===== src/rtl/uart_rx_pkg.sv =====
// uart_rx_pkg
//   Shared definitions for the UART receiver slice.
//   - rx_state_t : receiver FSM states (IDLE/START/DATA/PARITY/STOP)
//   - BITLEN_*   : decode values of the 2-bit data-length field
//   - bit_count(): maps the data-length field to a bit count of 5..8
package uart_rx_pkg;

  typedef enum logic [2:0] {
    IDLE,
    START,
    DATA,
    PARITY,
    STOP
  } rx_state_t;

  localparam logic [1:0] BITLEN_5 = 2'b00;
  localparam logic [1:0] BITLEN_6 = 2'b01;
  localparam logic [1:0] BITLEN_7 = 2'b10;
  localparam logic [1:0] BITLEN_8 = 2'b11;

  function automatic logic [3:0] bit_count(input logic [1:0] bit_length);
    logic [3:0] n;
    case (bit_length)
      BITLEN_5: n = 4'd5;
      BITLEN_6: n = 4'd6;
      BITLEN_7: n = 4'd7;
      BITLEN_8: n = 4'd8;
      default:  n = 4'd8;
    endcase
    return n;
  endfunction

endpackage


===== src/rtl/uart_rx_if.sv =====
// uart_rx_if
//   Configuration and result bundle of the UART receiver.
//   Config  : Rx_BitLength_i (00=5..11=8 bits), Rx_ParityEN_i, Rx_OddParity_i, Rx_Enable_i
//   Results : Rx_Data_o[7:0], RxD_Ready_o (1-cycle pulse), RxD_ParityError_o,
//             RxD_FramingError_o, Rx_operation_o, Rx_ShiftClock_o (1-cycle pulse)
//   Modports: master = receiver side (drives results), slave = consumer side.
interface uart_rx_if;

  logic [1:0] Rx_BitLength_i;
  logic       Rx_ParityEN_i;
  logic       Rx_OddParity_i;
  logic       Rx_Enable_i;
  logic [7:0] Rx_Data_o;
  logic       RxD_Ready_o;
  logic       RxD_ParityError_o;
  logic       RxD_FramingError_o;
  logic       Rx_operation_o;
  logic       Rx_ShiftClock_o;

  modport master (
    input  Rx_BitLength_i, Rx_ParityEN_i, Rx_OddParity_i, Rx_Enable_i,
    output Rx_Data_o, RxD_Ready_o, RxD_ParityError_o, RxD_FramingError_o,
           Rx_operation_o, Rx_ShiftClock_o
  );

  modport slave (
    output Rx_BitLength_i, Rx_ParityEN_i, Rx_OddParity_i, Rx_Enable_i,
    input  Rx_Data_o, RxD_Ready_o, RxD_ParityError_o, RxD_FramingError_o,
           Rx_operation_o, Rx_ShiftClock_o
  );

endinterface


===== src/rtl/uart_rx_sync.sv =====
// uart_rx_sync
//   Brings the asynchronous serial line into the m_clock domain and derives
//   the start-edge strobe and the bit value used at each sample point.
//   Ports:
//     m_clock    in  system clock
//     p_reset    in  asynchronous active-high reset (line flops reset to idle = 1)
//     rxd_async  in  raw serial line
//     start_fall out 1->0 transition seen on the synchronised line
//     bit_value  out value to use when the receiver samples a bit
//   Optional feature: UART_RX_MAJORITY_VOTE_EN -> bit_value is the 2-of-3
//   majority of the last three synchronised samples, otherwise the newest one.
module uart_rx_sync (
  input  logic m_clock,
  input  logic p_reset,
  input  logic rxd_async,
  output logic start_fall,
  output logic bit_value
);

  logic meta_reg;
  logic sync_reg;
  logic hist1_reg;

  always_ff @(posedge m_clock or posedge p_reset) begin
    if (p_reset) begin
      meta_reg  <= 1'b1;
      sync_reg  <= 1'b1;
      hist1_reg <= 1'b1;
    end else begin
      meta_reg  <= rxd_async;
      sync_reg  <= meta_reg;
      hist1_reg <= sync_reg;
    end
  end

  // The edge requires the line to have been high one cycle earlier, so a
  // line held low (break) never produces a new start.
  assign start_fall = hist1_reg & ~sync_reg;

`ifdef UART_RX_MAJORITY_VOTE_EN
  logic hist2_reg;

  always_ff @(posedge m_clock or posedge p_reset) begin
    if (p_reset) hist2_reg <= 1'b1;
    else         hist2_reg <= hist1_reg;
  end

  // Taps are mid+1 (sync), mid (hist1), mid-1 (hist2): the vote window is
  // centred one cycle earlier than the single sample, which keeps the
  // decision edge and therefore the Ready latency unchanged.
  assign bit_value = (sync_reg & hist1_reg) | (sync_reg & hist2_reg) |
                     (hist1_reg & hist2_reg);
`else
  assign bit_value = sync_reg;
`endif

endmodule


===== src/rtl/uart_rx_core.sv =====
// uart_rx_core
//   UART receiver: 5-8 data bits, optional odd/even parity, one stop bit,
//   LSB first. Pulses RxD_Ready_o once per completed frame.
//   Parameters:
//     CLKS_PER_BIT  m_clock cycles per bit (even, >= 4)
//   Ports:
//     m_clock  in  system clock
//     p_reset  in  asynchronous active-high reset
//     RxD_i    in  serial line, idle high, asynchronous
//     rx_bus   uart_rx_if.master: configuration in, data/flags/strobes out
//   Optional feature: UART_RX_MAJORITY_VOTE_EN (see uart_rx_sync).
module uart_rx_core
  import uart_rx_pkg::*;
#(
  parameter int CLKS_PER_BIT = 16
) (
  input  logic      m_clock,
  input  logic      p_reset,
  input  logic      RxD_i,
  uart_rx_if.master rx_bus
);

  localparam int CNT_W = $clog2(CLKS_PER_BIT);
  localparam logic [CNT_W-1:0] HALF_LOAD = CNT_W'(CLKS_PER_BIT / 2 - 1);
  localparam logic [CNT_W-1:0] FULL_LOAD = CNT_W'(CLKS_PER_BIT - 1);

  logic start_fall;
  logic bit_value;

  uart_rx_sync u_sync (
    .m_clock    (m_clock),
    .p_reset    (p_reset),
    .rxd_async  (RxD_i),
    .start_fall (start_fall),
    .bit_value  (bit_value)
  );

  rx_state_t        state_reg, state_next;
  logic [CNT_W-1:0] cnt_reg, cnt_next;
  logic [2:0]       bit_idx_reg, bit_idx_next;
  logic [3:0]       nbits_reg, nbits_next;
  logic             par_en_reg, par_en_next;
  logic             par_odd_reg, par_odd_next;
  logic             par_acc_reg, par_acc_next;
  logic             par_err_reg, par_err_next;
  logic [7:0]       data_sr_reg, data_sr_next;
  logic [7:0]       data_out_reg, data_out_next;
  logic             perr_out_reg, perr_out_next;
  logic             ferr_out_reg, ferr_out_next;
  logic             ready_reg, ready_next;
  logic             shift_clk_reg, shift_clk_next;

  always_ff @(posedge m_clock or posedge p_reset) begin
    if (p_reset) begin
      state_reg     <= IDLE;
      cnt_reg       <= '0;
      bit_idx_reg   <= '0;
      nbits_reg     <= 4'd8;
      par_en_reg    <= 1'b0;
      par_odd_reg   <= 1'b0;
      par_acc_reg   <= 1'b0;
      par_err_reg   <= 1'b0;
      data_sr_reg   <= '0;
      data_out_reg  <= '0;
      perr_out_reg  <= 1'b0;
      ferr_out_reg  <= 1'b0;
      ready_reg     <= 1'b0;
      shift_clk_reg <= 1'b0;
    end else begin
      state_reg     <= state_next;
      cnt_reg       <= cnt_next;
      bit_idx_reg   <= bit_idx_next;
      nbits_reg     <= nbits_next;
      par_en_reg    <= par_en_next;
      par_odd_reg   <= par_odd_next;
      par_acc_reg   <= par_acc_next;
      par_err_reg   <= par_err_next;
      data_sr_reg   <= data_sr_next;
      data_out_reg  <= data_out_next;
      perr_out_reg  <= perr_out_next;
      ferr_out_reg  <= ferr_out_next;
      ready_reg     <= ready_next;
      shift_clk_reg <= shift_clk_next;
    end
  end

  always_comb begin
    state_next     = state_reg;
    cnt_next       = cnt_reg;
    bit_idx_next   = bit_idx_reg;
    nbits_next     = nbits_reg;
    par_en_next    = par_en_reg;
    par_odd_next   = par_odd_reg;
    par_acc_next   = par_acc_reg;
    par_err_next   = par_err_reg;
    data_sr_next   = data_sr_reg;
    data_out_next  = data_out_reg;
    perr_out_next  = perr_out_reg;
    ferr_out_next  = ferr_out_reg;
    ready_next     = 1'b0;
    shift_clk_next = 1'b0;

    if (!rx_bus.Rx_Enable_i) begin
      // Abort silently; the last frame's results stay visible.
      state_next = IDLE;
    end else begin
      case (state_reg)
        IDLE: begin
          if (start_fall) begin
            state_next   = START;
            cnt_next     = HALF_LOAD;
            bit_idx_next = '0;
            nbits_next   = bit_count(rx_bus.Rx_BitLength_i);
            par_en_next  = rx_bus.Rx_ParityEN_i;
            par_odd_next = rx_bus.Rx_OddParity_i;
            par_acc_next = 1'b0;
            par_err_next = 1'b0;
            data_sr_next = '0;
          end
        end

        START: begin
          if (cnt_reg == '0) begin
            shift_clk_next = 1'b1;
            cnt_next       = FULL_LOAD;
            // A line back high at mid-start was a glitch, not a frame.
            state_next     = bit_value ? IDLE : DATA;
          end else begin
            cnt_next = cnt_reg - 1'b1;
          end
        end

        DATA: begin
          if (cnt_reg == '0) begin
            shift_clk_next = 1'b1;
            cnt_next       = FULL_LOAD;
            // Shift in at the top; short words are right-aligned at Ready.
            data_sr_next   = {bit_value, data_sr_reg[7:1]};
            par_acc_next   = par_acc_reg ^ bit_value;
            if ({1'b0, bit_idx_reg} == (nbits_reg - 4'd1)) begin
              state_next = par_en_reg ? PARITY : STOP;
            end else begin
              bit_idx_next = bit_idx_reg + 3'd1;
            end
          end else begin
            cnt_next = cnt_reg - 1'b1;
          end
        end

        PARITY: begin
          if (cnt_reg == '0) begin
            shift_clk_next = 1'b1;
            cnt_next       = FULL_LOAD;
            // Expected parity is XOR of data, inverted for odd sense.
            par_err_next   = bit_value ^ par_acc_reg ^ par_odd_reg;
            state_next     = STOP;
          end else begin
            cnt_next = cnt_reg - 1'b1;
          end
        end

        STOP: begin
          if (cnt_reg == '0) begin
            shift_clk_next = 1'b1;
            ready_next     = 1'b1;
            data_out_next  = data_sr_reg >> (4'd8 - nbits_reg);
            perr_out_next  = par_en_reg & par_err_reg;
            ferr_out_next  = ~bit_value;
            state_next     = IDLE;
          end else begin
            cnt_next = cnt_reg - 1'b1;
          end
        end

        default: state_next = IDLE;
      endcase
    end
  end

  assign rx_bus.Rx_Data_o          = data_out_reg;
  assign rx_bus.RxD_Ready_o        = ready_reg;
  assign rx_bus.RxD_ParityError_o  = perr_out_reg;
  assign rx_bus.RxD_FramingError_o = ferr_out_reg;
  assign rx_bus.Rx_operation_o     = (state_reg != IDLE);
  assign rx_bus.Rx_ShiftClock_o    = shift_clk_reg;

endmodule


===== src/flat_wrapper.sv =====
// flat-port wrapper written by rule: the top's interface ports become plain ports
module uart_rx_core_flat import uart_rx_pkg::*;
#(
  parameter int CLKS_PER_BIT = 16
)
  (m_clock, p_reset, RxD_i, rx_bus_Rx_BitLength_i, rx_bus_Rx_ParityEN_i, rx_bus_Rx_OddParity_i, rx_bus_Rx_Enable_i, rx_bus_Rx_Data_o, rx_bus_RxD_Ready_o, rx_bus_RxD_ParityError_o, rx_bus_RxD_FramingError_o, rx_bus_Rx_operation_o, rx_bus_Rx_ShiftClock_o);
  uart_rx_if rx_bus_i ();
  input  logic m_clock;
  input  logic p_reset;
  input  logic RxD_i;
  input wire logic [$bits(rx_bus_i.Rx_BitLength_i)-1:0] rx_bus_Rx_BitLength_i;
  input wire logic [$bits(rx_bus_i.Rx_ParityEN_i)-1:0] rx_bus_Rx_ParityEN_i;
  input wire logic [$bits(rx_bus_i.Rx_OddParity_i)-1:0] rx_bus_Rx_OddParity_i;
  input wire logic [$bits(rx_bus_i.Rx_Enable_i)-1:0] rx_bus_Rx_Enable_i;
  output wire logic [$bits(rx_bus_i.Rx_Data_o)-1:0] rx_bus_Rx_Data_o;
  output wire logic [$bits(rx_bus_i.RxD_Ready_o)-1:0] rx_bus_RxD_Ready_o;
  output wire logic [$bits(rx_bus_i.RxD_ParityError_o)-1:0] rx_bus_RxD_ParityError_o;
  output wire logic [$bits(rx_bus_i.RxD_FramingError_o)-1:0] rx_bus_RxD_FramingError_o;
  output wire logic [$bits(rx_bus_i.Rx_operation_o)-1:0] rx_bus_Rx_operation_o;
  output wire logic [$bits(rx_bus_i.Rx_ShiftClock_o)-1:0] rx_bus_Rx_ShiftClock_o;
  assign rx_bus_i.Rx_BitLength_i = rx_bus_Rx_BitLength_i;
  assign rx_bus_i.Rx_ParityEN_i = rx_bus_Rx_ParityEN_i;
  assign rx_bus_i.Rx_OddParity_i = rx_bus_Rx_OddParity_i;
  assign rx_bus_i.Rx_Enable_i = rx_bus_Rx_Enable_i;
  assign rx_bus_Rx_Data_o = rx_bus_i.Rx_Data_o;
  assign rx_bus_RxD_Ready_o = rx_bus_i.RxD_Ready_o;
  assign rx_bus_RxD_ParityError_o = rx_bus_i.RxD_ParityError_o;
  assign rx_bus_RxD_FramingError_o = rx_bus_i.RxD_FramingError_o;
  assign rx_bus_Rx_operation_o = rx_bus_i.Rx_operation_o;
  assign rx_bus_Rx_ShiftClock_o = rx_bus_i.Rx_ShiftClock_o;
  uart_rx_core #(.CLKS_PER_BIT(CLKS_PER_BIT)) u_core (.m_clock(m_clock), .p_reset(p_reset), .RxD_i(RxD_i), .rx_bus(rx_bus_i));
endmodule

===== config.mk =====
export PLATFORM = sky130hd
export DESIGN_NAME = uart_rx_core_flat
export DESIGN_NICKNAME = d
export VERILOG_FILES = /design/src/rtl/uart_rx_pkg.sv /design/src/rtl/uart_rx_if.sv /design/src/rtl/uart_rx_sync.sv /design/src/rtl/uart_rx_core.sv /design/src/flat_wrapper.sv
export SDC_FILE = /design/constraint.sdc
export NUM_CORES = 1
export LEC_CHECK = 0
export CAP_MARGIN = 20
export CORE_MARGIN = 5
export CORE_UTILIZATION = 40
export CTS_BUF_LIST = sky130_fd_sc_hd__clkbuf_8
export CTS_CLUSTER_SIZE = 10
export DETAILED_ROUTE_END_ITERATION = 8
export GPL_ROUTABILITY_DRIVEN = 0
export SLEW_MARGIN = 20
export SYNTH_ARGS = -nofsm -noshare
export SYNTH_HDL_FRONTEND = slang
export SYNTH_SLANG_ARGS = --single-unit

===== constraint.sdc =====
create_clock -name m_clock -period 1.81 [get_ports m_clock]
set_input_delay 0.181 -clock m_clock [delete_from_list [all_inputs] [get_ports m_clock]]
set_output_delay 0.181 -clock m_clock [all_outputs]
set_load 0.01 [all_outputs]

### Word-level counts from Yosys, hierarchy flattened

Cells that the tools add are included.

* output and inout bits: 13
* input bits: 8
* bits in registers: 41
* logic and storage cells: 94

* bitwise logic cells: 5
* $add $sub $neg: 4
* reduce and logical (&&, ||, !) cells: 16
* shifts and indexed selects: 1
* equality and inequality tests: 19
* mux-type cells: 32

Operators with widths (count)
* 2-to-1 mux 3 bit: 11
* != test 3 x 2 -> 1 bit, second input constant: 6
* 2-to-1 mux 8 bit: 2
* one-hot mux 4 bit (4 select lines): 1
* one-hot mux 8 bit (2 select lines): 1
* one-hot mux 3 bit (5 select lines): 1
* 2-to-1 mux 4 bit: 3
* one-hot mux 4 bit (3 select lines): 1
* AND reduction 4 bit: 3
* 2-to-1 mux 1 bit: 8
* right shift 8 x 4 -> 8 bit: 1
* subtractor 4 x 1 -> 4 bit, second input constant: 2
* equality test 3 x 2 -> 1 bit, second input constant: 2
* != test 2 x 1 -> 1 bit, second input constant: 3
* one-hot mux 3 bit (2 select lines): 1
* AND reduction 3 bit: 2
* AND reduction 6 bit: 1
* nonzero test 3 bit: 2
* AND reduction 5 bit: 1
* equality test 2 bit, second input constant: 2
* equality test 3 x 4 -> 1 bit: 1
* zero test 4 bit: 1
* != test 2 bit, second input constant: 2
* one-hot mux 1 bit (2 select lines): 2
* other kinds (14): 17

### Depth between registers and ports, before layout

Gate-level depths: netlist of the first run.

* depth after elaboration: 6
* gate-level depth with buffers: 9
* mapped depth without buffers: 7

### Hierarchy

From an unflattened synthesis of the first run, not the netlist that was laid out.

* cell total of the unflattened synthesis: 228
* area, all modules: 2224.6 um^2

By module, submodules not included
* uart_rx_core: cells an instance 223, seq. area each 952.2 um^2, area each 2128.3 um^2, instances 1
* uart_rx_sync: cells an instance 5, seq. area each 78.8 um^2, area each 96.3 um^2, instances 1

### Worst setup path before layout of the first run

No wires, ideal clock.

* kind: reg2reg
* start: reg u_core.nbits_reg[0]
* end: reg u_core.state_reg[1]
* path slack: -0.180 ns
* stages on the path, launching flop included: 9
* period minus slack after synthesis: 1.990 ns
* data required time: 1.691 ns
* data arrival time: 1.871 ns
* buffers on the path: 1
* library setup time: 0.119 ns
* path through: dfrtp_1 buf_2 inv_1 ha_1 xor2_1 a31oi_1 a2111oi_2 o21ai_0 and2_1

* longest elaborated chain between the ends: 4

Ends and longest elaborated chain
* start: declaration: line uart_rx_core.sv:41 `logic [3:0] nbits_reg, nbits_next;`
* start signal: assignment: line uart_rx_core.sv:73 `nbits_reg <= nbits_next;`
* subtractor 4 x 1 -> 4 bit: line uart_rx_core.sv:140 `if ({1'b0, bit_idx_reg} == (nbits_reg - 4'd1)) begin`
* equality test 3 x 4 -> 1 bit: line uart_rx_core.sv:140
* != test 3 x 2 -> 1 bit (no line)
* AND reduction 6 bit (no line)
* end signal: assignment: line uart_rx_core.sv:70 `state_reg <= state_next;`
* end: declaration: line uart_rx_core.sv:38 `rx_state_t state_reg, state_next;`

Every way passes these cells.
A chain may end at the register's enable or synchronous reset.

### Worst setup path after layout of the first run

* start: reg u_core.state_reg[1]
* end: reg u_core.bit_idx_reg[0]

* longest elaborated chain between the ends: 3
* elaborated cells between the ends (all ways): 8
* classes of those cells: 4 x eq/ne; 1 x mux; 3 x reduce/logical

Ends and longest elaborated chain
* equality test 3 x 2 -> 1 bit / zero test 3 bit (equally long branches): line uart_rx_core.sv:107 `case (state_reg)`
* != test 2 x 1 -> 1 bit (no line) (tied with other cells)
* AND reduction 5 bit (no line)
* end signal: assignment: line uart_rx_core.sv:72 `bit_idx_reg <= bit_idx_next;`
* end: declaration: line uart_rx_core.sv:40 `logic [2:0] bit_idx_reg, bit_idx_next;`

Several ways; a longest one is shown, not always the timed one.

==> results.cfg, run 1 <==
[global_route]
grt_usage = 0.135
met3_usage = 0.0324
grt_busiest_layer = met2
grt-ovfl-total = 0
use_met2 = 0.234
grt_pass1_vias = 1709
grt_max_degree = 42
use_met1 = 0.166
grt_pass1_wl_um = 7780
antenna_found_initial = 0

[die]
die-area_sq_mm = 0.00710
die_h_um = 84.3
dieWidth_um = 84.3
row_count = 27
num_io_pins = 21
initial_core_util = 0.406
core-area_sq_mm = 0.00544

[synth]
async_flop_share = 1.00
synth_top_family_by_area = simple AND/OR/NAND/NOR gates
ys.flop_type = dfrtp_1
syn_nets = 247
synth-compound-area-share = 0.163
syn_inst = 231
yosys.area_share.xor_xnor = 0.0278
ys_seq_area_frac = 0.467
synth_edf_count = 0
muxShareOfSynthArea = 0.0856
yosys.area_share.simple = 0.164
syn_area_per_cell_sq_um = 9.55
synth_adder_area_share = 0.0454
yosysWarnings = 0
ys_ff_latch = 41
synth_area_sq_mm = 0.00221
yosysUniqueCellTypes = 43

[cells_and_area]
syn_to_final_growth_pct = 36.6
n_antenna_cell = 0
final_layout_size_suffix_gt1_frac = 0.279
num-nets-final = 298
layout_common_cells = dfrtp_1, nand2_1, buf_4
mostFrequentLayoutCell = dfrtp_1

[routing]
drcViolationCount = 0
ant_nets = 0
routed_wl_um = 4670
drtIter0Drc = 33
wl_per_cell_um = 13.1
vias = 1813
drtPass1Iterations = 4
vias_per_cell = 5.11

[sta]
rsz0062_at_grt = true
hold_viol_final = 0
setup_slack_ns = 0.00790
finalCritPeriodShare = 0.996
fin_crit_ns = 1.80
maxSlewHeadroom = 0.768
slew_viol_final = 0
clock.fmax_mhz = 555
fin_skew_ns = 0.00956
worst_pin_slew_ns = 0.348
setup_viol = 0

[setup_path]
required_ns = 2.03
cp_data_arrival_time_ns = 2.02
start_kind = register
cp_max_fo = 5
crit_type = reg -> reg
critPathCaptureType = register

[place]
numPortBuffers = 20
dp_hpwl_um = 3310
pre_cts_slack_ns = -0.0624

[pwr]
p_total_uw = 2420
p_leak_uw = 0.00129
power.density_mw_per_mm2 = 802
ir_worst_vdd_mv = 0.495

[run]
cap_violations = 0

[worst_hold_path]
hold_class = in -> async

[clock_network]
clkSlewWorstSetupHoldPaths_ns = 0.09
insertion_delay_ns = 0.30
ctsLongestPathBuffers = 2
h-tree-depth = 2
clock_tree.root_cell = clkbuf_8
cts_buffers = 5
cts_sinks = 41
tritoncts = done

[status]
status = completed
[cell families (layout without fill, tap and decap cells)]
logic type | after synthesis | in the layout
flip-flops | 41 | 41
multiplexers | 17 | 17
adder cells (fa/ha/maj) | 8 | 8
AO/OA/AOI/OAI | 57 | 57
buffers and inverters | 26 | 78
XOR/XNOR | 7 | 7
AND/OR/NAND/NOR | 75 | 75
[power breakdown]
part           internal, uW  total [uW]  leakage, uW  switching [uW]
clock                   309         640    0.0000512             331
combinational           407         761     0.000709             354
sequential              967        1020     0.000530            49.4
[cell usage after synthesis (3+ instances only)]
master	instances	area, sq um
dfrtp_1	37	926
nand2_1	36	135
o21ai_0	22	110
inv_1	14	52.6
mux2i_1	11	110
nor2_1	10	37.5
ha_1	8	100
a21oi_1	7	35.0
clkbuf_1	7	26.3
nand3_1	6	30.0
buf_2	5	25.0
mux2_2	5	56.3
dfstp_2	4	105
nand2b_1	4	25.0
o21ai_1	4	20.0
o31ai_1	4	30.0
or3_1	4	25.0
xnor2_1	4	35.0
nor2b_1	3	18.8
nor3_1	3	15.0
o22ai_1	3	18.8
xor2_1	3	26.3
[critical path: stages (launching register included)]
cell     delay [ns]
dfrtp_1        0.43
buf_4          0.15
nor3b_2        0.15
buf_4          0.13
a21oi_1        0.03
or3_4          0.36
or3_4          0.35
mux2i_1        0.12
[worst paths after layout]
check,startpoint,endpoint,slack (ns),depth (start not counted)
setup / recovery,u_core.state_reg[1]$_DFFE_PP0P_,u_core.bit_idx_reg[0]$_DFFE_PP0P_,0.008,7
hold / removal,p_reset,u_core.data_sr_reg[0]$_DFFE_PP0P_,0.23,3
setup reg to reg,u_core.state_reg[1]$_DFFE_PP0P_,u_core.bit_idx_reg[0]$_DFFE_PP0P_,0.008,7
hold reg to reg,u_core.u_sync.meta_reg$_DFF_PP1_,u_core.u_sync.bit_value$_DFF_PP1_,0.36,0
max in group asynchronous,p_reset,u_core.nbits_reg[3]$_DFFE_PP1P_,1.31,3
min in group m_clock,RxD_i,u_core.u_sync.meta_reg$_DFF_PP1_,0.29,1
[routing by layer]
layer	part of all wire	vias up
met4	0.011	0
met5	0	-
li1	-	910
met3	0.040	5
met1	0.45	865
met2	0.50	33
[what timing repair did]
| action | in CTS | in global routing |
|---|---|---|
| resized for setup | 10 | 16 |
| endpoints found under the setup margin | 6 | 17 |
| pin swaps | 4 | 3 |
| hold buffers | 0 | 0 |
| hold endpoints to repair | 0 | 0 |
| setup buffers | 2 | 3 |
[per-stage QoR]
stage          TNS [ns]   util  instances  hold WS [ns]  area (sq um)
2_1_floorplan         0      -        231         0.185          2280
3_3_place_gp     -0.180  0.509        343         0.347          2770
3_5_place_dp     -0.182  0.509        343         0.347          2770
4_1_cts        -0.00170  0.539        353         0.236          2930
5_1_grt          -0.166  0.554        355         0.244          3020
6_report              0  0.554        355         0.233          3020
[layout make-up]
class / count / area (sq um)
clock buffer: 6 / 82.6
clock inverter: 2 / 13.8
fill: 480 / 2420
inverter: 14 / 52.6
multi-input combinational: 164 / 1240
sequential: 41 / 1030
tap: 72 / 90.1
timing repair buffer: 56 / 507
Power figures use the tool's default switching activity.
==> run 2, diff against run 1 <==
--- a/config.mk
+++ b/config.mk
@@ -12,7 +12,7 @@
 export CTS_CLUSTER_SIZE = 10
 export DETAILED_ROUTE_END_ITERATION = 8
 export GPL_ROUTABILITY_DRIVEN = 0
-export SLEW_MARGIN = 20
+export SLEW_MARGIN = 40
 export SYNTH_ARGS = -nofsm -noshare
 export SYNTH_HDL_FRONTEND = slang
 export SYNTH_SLANG_ARGS = --single-unit
==> results of run 2 <==
The final DEF is identical to that of run 1; final timing and power are the same.
==> run 3, diff against run 2 <==
--- a/config.mk
+++ b/config.mk
@@ -7,11 +7,12 @@
 export LEC_CHECK = 0
 export CAP_MARGIN = 20
 export CORE_MARGIN = 5
-export CORE_UTILIZATION = 40
+export CORE_UTILIZATION = 53
 export CTS_BUF_LIST = sky130_fd_sc_hd__clkbuf_8
 export CTS_CLUSTER_SIZE = 10
 export DETAILED_ROUTE_END_ITERATION = 8
 export GPL_ROUTABILITY_DRIVEN = 0
+export PLACE_DENSITY = 0.78
 export SLEW_MARGIN = 40
 export SYNTH_ARGS = -nofsm -noshare
 export SYNTH_HDL_FRONTEND = slang
==> results.cfg, run 3 (synthesis results as in run 1) <==
[global_route]
grt_max_degree = 42
grt_pass1_vias = 1735
use_met2 = 0.307
grt-ovfl-total = 0
antenna_found_initial = 0
met3_usage = 0.0365
grt_usage = 0.183
grt_pass1_wl_um = 7690
grt_busiest_layer = met2
use_met1 = 0.228

[clock_network]
insertion_delay_ns = 0.30
cts_buffers = 5
clock_tree.root_cell = clkbuf_8
h-tree-depth = 2
ctsLongestPathBuffers = 2
hold_buffers = 0
tritoncts = done
clkSlewWorstSetupHoldPaths_ns = 0.08
cts_sinks = 41

[sta]
fin_skew_ns = 0.00893
setup_slack_ns = -0.0314
fin_crit_ns = 1.84
maxSlewHeadroom = 0.701
worst_pin_slew_ns = 0.444
setup_viol = 2
setup_tns_ns = -0.0598
slew_viol_final = 0
hold_viol_final = 0
clock.fmax_mhz = 543
rsz0062_at_grt = true
finalCritPeriodShare = 1.02

[pwr]
power.density_mw_per_mm2 = 792
p_total_uw = 2280
power_frac_comb = 0.301
internal_power_uw = 1590
p_leak_uw = 0.00125
p_sw_frac = 0.306
ir_worst_vdd_mv = 0.622
p_switching_uw = 698
power_frac_seq = 0.443
pwr-share-clk = 0.256

[setup_path]
cp_data_arrival_time_ns = 2.06
critPathCaptureType = register
crit_type = reg -> reg
start_kind = register
cp_max_fo = 5
required_ns = 2.03

[routing]
vias_per_cell = 5.47
vias = 1788
drcViolationCount = 0
ant_nets = 0
routed_wl_um = 4510
drtPass1Iterations = 5
drtIter0Drc = 157
wl_per_cell_um = 13.8

[die]
core-area_sq_mm = 0.00403
dieWidth_um = 74.5
row_count = 23
initial_core_util = 0.548
num_io_pins = 21
die-area_sq_mm = 0.00555
die_h_um = 74.5

[cells_and_area]
fin_area_sq_mm = 0.00288
layout_common_cells = dfrtp_1, nand2_1, buf_4
fill_cells = 301
final_layout_size_suffix_gt1_frac = 0.245
mostFrequentLayoutCell = dfrtp_1
num-nets-final = 292
syn_to_final_growth_pct = 30.6
n_antenna_cell = 0

[place]
numPortBuffers = 20
pre_cts_slack_ns = -0.0278
place_area_sq_mm = 0.00272
dp_hpwl_um = 3240

[status]
violations = setup timing
status = finished, violations left

[worst_hold_path]
hold_class = in -> async

[run]
cap_violations = 0
[run 3: final timing paths]
kind	to	from	slack (ns)	cells past startpoint
setup / recovery	u_core.bit_idx_reg[1]$_DFFE_PP0P_	u_core.cnt_reg[0]$_DFFE_PP0P_	-0.03	7
hold / removal	u_core.par_en_reg$_DFFE_PP0P_	p_reset	0.24	3
setup reg to reg	u_core.bit_idx_reg[1]$_DFFE_PP0P_	u_core.cnt_reg[0]$_DFFE_PP0P_	-0.03	7
hold reg to reg	u_core.u_sync.bit_value$_DFF_PP1_	u_core.u_sync.meta_reg$_DFF_PP1_	0.36	0
max in group asynchronous	u_core.nbits_reg[3]$_DFFE_PP1P_	p_reset	1.32	3
min in group m_clock	u_core.u_sync.meta_reg$_DFF_PP1_	RxD_i	0.29	1
[run 3: cell type report]
type,count,area (sq um),area share
clock inverter,3,17.5,0.00608
tap,50,62.6,0.0217
inverter,14,52.6,0.0182
clock buffer,5,68.8,0.0239
multi-input combinational,164,1180,0.411
timing repair buffer,50,467,0.162
sequential,41,1030,0.358
[run 3: worst max-delay path, cell delays in order (launching register included)]
cell and delay, ns:
dfrtp_1 0.40, inv_2 0.09, ha_4 0.13, nor3b_4 0.21, a21oi_1 0.09, or3_4 0.37
or3_4 0.34, o22ai_1 0.14
[run 3: repair_timing]
action | in CTS | in global routing
pin swaps | 1 | 3
resized for setup | 5 | 15
buffers inserted | 1 | 2
gates cloned | 0 | 0
endpoints found under the setup margin | 11 | 15
[run 3: power groups by stage]
| stage | combinational [uW] | sequential (uW) | clock, uW |
|---|---|---|---|
| after floorplan | 428 | 1030 | 0 |
| after global placement | 619 | 1030 | 0 |
| after detailed placement | 632 | 1030 | 0 |
| after CTS | 640 | 1010 | 601 |
| after global routing | 745 | 1020 | 642 |
| final | 686 | 1010 | 585 |
[run 3: stage by stage]
stage,hold slack (ns),cells,utilization
finish,0.237,327,0.716
global route,0.269,327,0.716
CTS,0.247,325,0.702
detailed placement,0.352,316,0.675
global placement,0.347,316,0.675
floorplan,0.185,231,-
[run 3: routing by layer]
| metal | vias up | routed length (um) |
|---|---|---|
| li1 | 898 | - |
| met4 | 0 | 98 |
| met2 | 38 | 2210 |
| met3 | 9 | 174 |
| met1 | 843 | 2020 |
| met5 | - | 0 |
